### src/rtl/apb_master_bridge.sv
// APB4 requester: turns a valid/ready command into a single SETUP/ACCESS transfer
// and returns a one-cycle response pulse. An ACCESS-phase watchdog aborts stuck slaves.
module apb_master_bridge #(
  parameter int ADDR_WIDTH     = 32,
  parameter int DATA_WIDTH     = 32,
  parameter int TIMEOUT_CYCLES = 16
) (
  input  logic                    pclk,
  input  logic                    preset,
  input  logic                    cmd_valid,
  output logic                    cmd_ready,
  input  logic                    cmd_write,
  input  logic [ADDR_WIDTH-1:0]   cmd_addr,
  input  logic [DATA_WIDTH-1:0]   cmd_wdata,
  input  logic [DATA_WIDTH/8-1:0] cmd_strb,
  input  logic [2:0]              cmd_prot,
  output logic                    rsp_valid,
  output logic [DATA_WIDTH-1:0]   rsp_rdata,
  output logic                    rsp_err,
  output logic                    rsp_timeout,
  output logic [ADDR_WIDTH-1:0]   paddr,
  output logic [2:0]              pprot,
  output logic                    psel,
  output logic                    penable,
  output logic                    pwrite,
  output logic [DATA_WIDTH-1:0]   pwdata,
  output logic [DATA_WIDTH/8-1:0] pstrb,
  input  logic                    pready,
  input  logic [DATA_WIDTH-1:0]   prdata,
  input  logic                    pslverr
);

  localparam int SW = DATA_WIDTH / 8;
  localparam int CW = (TIMEOUT_CYCLES > 0) ? $clog2(TIMEOUT_CYCLES + 1) : 1;

  typedef enum logic [1:0] {IDLE, SETUP, ACCESS} state_t;

  state_t        state, state_nxt;
  logic [CW-1:0] wd_cnt;
  logic          accept, done, abort, wd_hit;

  // Hit means this low-pready cycle is the one that brings the count to the limit.
  assign wd_hit = (TIMEOUT_CYCLES != 0) && (wd_cnt == CW'(TIMEOUT_CYCLES - 1));

  always_ff @(posedge pclk) begin
    if (preset) state <= IDLE;
    else        state <= state_nxt;
  end

  always_comb begin
    state_nxt = state;
    cmd_ready = 1'b0;
    psel      = 1'b0;
    penable   = 1'b0;
    accept    = 1'b0;
    done      = 1'b0;
    abort     = 1'b0;
    case (state)
      IDLE: begin
        cmd_ready = 1'b1;
        if (cmd_valid) begin
          accept    = 1'b1;
          state_nxt = SETUP;
        end
      end
      SETUP: begin
        psel      = 1'b1;
        state_nxt = ACCESS;
      end
      ACCESS: begin
        psel    = 1'b1;
        penable = 1'b1;
        // pready takes priority over a watchdog hit on the same edge
        if (pready) begin
          done      = 1'b1;
          state_nxt = IDLE;
        end else if (wd_hit) begin
          abort     = 1'b1;
          state_nxt = IDLE;
        end
      end
      default: state_nxt = IDLE;
    endcase
  end

  always_ff @(posedge pclk) begin
    if (preset) begin
      paddr       <= '0;
      pprot       <= '0;
      pwrite      <= 1'b0;
      pwdata      <= '0;
      pstrb       <= '0;
      rsp_valid   <= 1'b0;
      rsp_rdata   <= '0;
      rsp_err     <= 1'b0;
      rsp_timeout <= 1'b0;
      wd_cnt      <= '0;
    end else begin
      rsp_valid   <= done | abort;
      rsp_err     <= (done & pslverr) | abort;
      rsp_timeout <= abort;
      rsp_rdata   <= (done && !pwrite) ? prdata : '0;

      if (accept) begin
        paddr  <= cmd_addr;
        pprot  <= cmd_prot;
        pwrite <= cmd_write;
        pwdata <= cmd_write ? cmd_wdata : '0;
        pstrb  <= cmd_write ? cmd_strb : SW'(0);
      end else if (done || abort) begin
        paddr  <= '0;
        pprot  <= '0;
        pwrite <= 1'b0;
        pwdata <= '0;
        pstrb  <= '0;
      end

      if (state == SETUP)
        wd_cnt <= '0;
      else if (state == ACCESS && !pready && TIMEOUT_CYCLES != 0)
        wd_cnt <= wd_cnt + CW'(1);
    end
  end

endmodule

### config.mk
export PLATFORM = sky130hd
export DESIGN_NAME = apb_master_bridge
export DESIGN_NICKNAME = d
export VERILOG_FILES = /design/src/rtl/apb_master_bridge.sv
export SDC_FILE = /design/constraint.sdc
export NUM_CORES = 1
export LEC_CHECK = 0
export BUFFER_PORTS_ARGS = -buffer_cell sky130_fd_sc_hd__buf_2
export CAP_MARGIN = 30
export CORE_ASPECT_RATIO = 1.4
export CORE_MARGIN = 3
export CORE_UTILIZATION = 39
export DETAILED_ROUTE_END_ITERATION = 12
export PLACE_DENSITY = 0.74
export SYNTH_ARGS = -nofsm -noshare
export SYNTH_HDL_FRONTEND = slang
export SYNTH_SLANG_ARGS = --single-unit
### constraint.sdc
create_clock -name pclk -period 1.85 [get_ports pclk]
set_clock_uncertainty 0.1 [all_clocks]
set_input_delay 0.37 -clock pclk [delete_from_list [all_inputs] [get_ports pclk]]
set_output_delay 0.37 -clock pclk [all_outputs]
set_load 0.005 [all_outputs]
==> results by group <==
Status
  – Status: finished, final reports clean

STA
  – Tmin final: 1820 ps
  – Final Hold Fails: 0
  – Max Clock Freq: 549 MHz
  – RSZ-0062 raised after global routing: true
  – Slew Limit Fails: 0
  – Measured slew at the worst slew-check pin: 459 ps
  – Period utilization: 0.985
  – Setup WS post-layout: 27.9 ps
  – # setup viols final: 0
  – Hold WS: 68.6 ps
  – Sum Neg Setup Slack: 0 ps
  – Max_slew headroom: 0.694

Finish
  – Area delta synth->final: 51.0%
  – Layout cells sized above 1: 0.434
  – Nets: 738
  – Final non-filler cell total: 769
  – Layout Utilization: 0.612
  – Commonest non-fill, non-tap cell in the layout: buf_2
  – Sequential cell area: 2280 sq um
  – Fillers: 849
  – Area of the multi-input gates: 1490 sq um
  – Finished Cell Area: 5890 sq um
  – Most frequent cells in the layout: 218 x buf_2, 112 x dfxtp_1, 43 x nor2_1

GRT
  – First-pass GRT wire length: 17,400 um
  – Largest net degree at the start of global routing: 47
  – Global route overflow: 0
  – Vias in the first global route: 3,797
  – Initial antenna violation count: 1
  – GRT Util Overall: 0.190

Drt
  – DR iter-0 viols: 167
  – Total wire length: 11,300 um
  – DR vias: 3,845
  – Met1 WL: 4300 um
  – Via density: 5.00
  – Met2 WL: 5820 um
  – Met3 WL post-DR: 934 um
  – Post-DRT Antenna Nets: 0
  – DR DRC count: 0
  – Top sig layer: met4
  – WL/cell: 14.7 um
  – Drt first pass iters: 4

Worst setup path
  – CP Launch Type: register
  – Critical-path top delay cell: dfxtp_2
  – Crit path buf inv count: 2
  – CP Max Fanout: 5
  – Crit end category: register
  – Critical Path RT: 2090 ps
  – Arrival @ worst endpoint: 2060 ps
  – Crit Path Category: register to register
  – Worst path most repeated cell: ha_4
  – Crit path max-delay family: compound AO/OA/AOI/OAI gates
  – Max stage delay on crit path: 340 ps
  – Flop2flop setup slack: 30 ps
  – Crit-path cells: ha_4 > and3_4 > ha_4 > o21ai_4 > buf_6 > clkbuf_16 > a32oi_1 > nor2_1

Clock tree
  – Root Driver: clkbuf_16
  – Clock-pin slew on the worst setup and hold paths: 50 ps
  – Clock Latency Late Sink: 400 ps
  – CTS tree: yes
  – Clk sink count: 114
  – H-tree level count: 4
  – Clk buf depth: 2
  – Number of CTS-inserted buffers: 17

Place
  – Dpl cells: 731
  – Placed Area: 5160 sq um
  – Post-DP HPWL: 7880 um
  – RePlAce Congestion: 0.735
  – Post-Place Setup Slack: 25.7 ps
  – I/O Buffers: 218

Yosys
  – Cell variety after synth: 27
  – Synthesized flop and latch total: 114
  – Syn_area_per_cell: 9.65 sq um
  – Post-Synthesis Cell Area: 3900 sq um
  – Synth warn: 0
  – Sequential area share after synthesis: 0.585
  – Synthesized Nets: 519
  – Syn Inst Count: 404

Power
  – Leakage power: 2.84 nW
  – Cell Pwr Density: 1310 nW/um^2
  – Overall Power: 7.74 mW
  – Maximum vdd ir drop: 0.000674 V

Job
  – Max_cap viols: 0

Die
  – Chip height: 124 um
  – Die area: 11,300 sq um
  – Starting Density: 0.406
  – Core ar.: 9620 sq um
  – Top Ports: 219
  – Die width: 90.5 um
  – Cell row count: 42

Min path
  – HP Class: primary input to register
[final timing paths]
check,start,end,cells after the start
max,wd_cnt[0],pwdata[29],8
min,prdata[5],rsp_rdata[5],2
max reg2reg,wd_cnt[0],pwdata[29],8
min reg2reg,wd_cnt[4],wd_cnt[4],2
[worst reg2reg max path, stage by stage (launching register included)]
cell	delay, ps
dfxtp_2	340
ha_4	160
and3_4	180
ha_4	160
o21ai_4	280
buf_6	180
clkbuf_16	140
a32oi_1	100
nor2_1	130
[synthesized netlist by cell type]
cell | instances | area share
o21ai_2 | 1 | 0.0022
mux2i_1 | 4 | 0.010
a31oi_1 | 1 | 0.0016
clkbuf_1 | 16 | 0.015
or2_2 | 1 | 0.0016
nand3b_1 | 1 | 0.0019
nand2b_1 | 6 | 0.0096
inv_1 | 4 | 0.0038
nand3_1 | 36 | 0.046
xor2_1 | 2 | 0.0045
or2_1 | 1 | 0.0016
buf_4 | 1 | 0.0019
nor3b_1 | 1 | 0.0019
a2bb2oi_2 | 1 | 0.0038
or3_1 | 1 | 0.0016
nor3b_2 | 1 | 0.0032
nor2_1 | 43 | 0.041
a21oi_1 | 37 | 0.047
buf_1 | 1 | 0.00096
dfxtp_1 | 114 | 0.59
a32oi_1 | 36 | 0.081
o21ai_1 | 1 | 0.0013
and2_1 | 33 | 0.053
nand2_1 | 37 | 0.036
ha_1 | 6 | 0.019
buf_2 | 16 | 0.021
and3_1 | 2 | 0.0032
[final cells by class]
cell class,instances,share of cell area
diodes,1,0.000425
clock buffers,19,0.0769
clock inverters,13,0.0268
inverters,4,0.00255
multi-input cells,252,0.253
flip-flops and latches,114,0.388
well taps,132,0.0280
repair buffers,234,0.224
[state kept, by name, summed over array words and instances, names as in the netlist]
register     flops
state            2
rsp_rdata       32
pwdata          32
pstrb            4
rsp_valid        1
rsp_timeout      1
rsp_err          1
pprot            3
pwrite           1
wd_cnt           5
paddr           32
[repair_timing]
item / in CTS / in global routing
gates resized for setup: 0 / 8
hold buffers: 0 / 0
setup buffers: 0 / 1
endpoints found under the setup margin: 0 / 55
[power breakdown]
part | leakage, nW | switching, mW | internal (mW)
Combinational | 1.62 | 0.891 | 0.690
Clock | 0.292 | 1.12 | 2.18
Sequential | 0.928 | 0.134 | 2.72
[per-layer routing]
layer | up-vias | GRT usage
met5 | - | 0
met4 | 0 | 0.0974
met3 | 24 | 0.0713
met2 | 188 | 0.333
met1 | 1796 | 0.195
li1 | 1837 | -
[cell families (layout without fill, tap and decap cells)]
kind of cell,count (synthesis),after routing,synth area share
AO/OA/AOI/OAI,77,77,0.137
XOR/XNOR,2,2,0.00449
adder cells (fa/ha/maj),6,6,0.0192
buffers and inverters,38,270,0.0427
flip-flops,114,114,0.585
multiplexers,4,4,0.0103
other,0,1,0
AND/OR/NAND/NOR,163,163,0.201
Note: power is estimated with default switching activity, not from simulation.
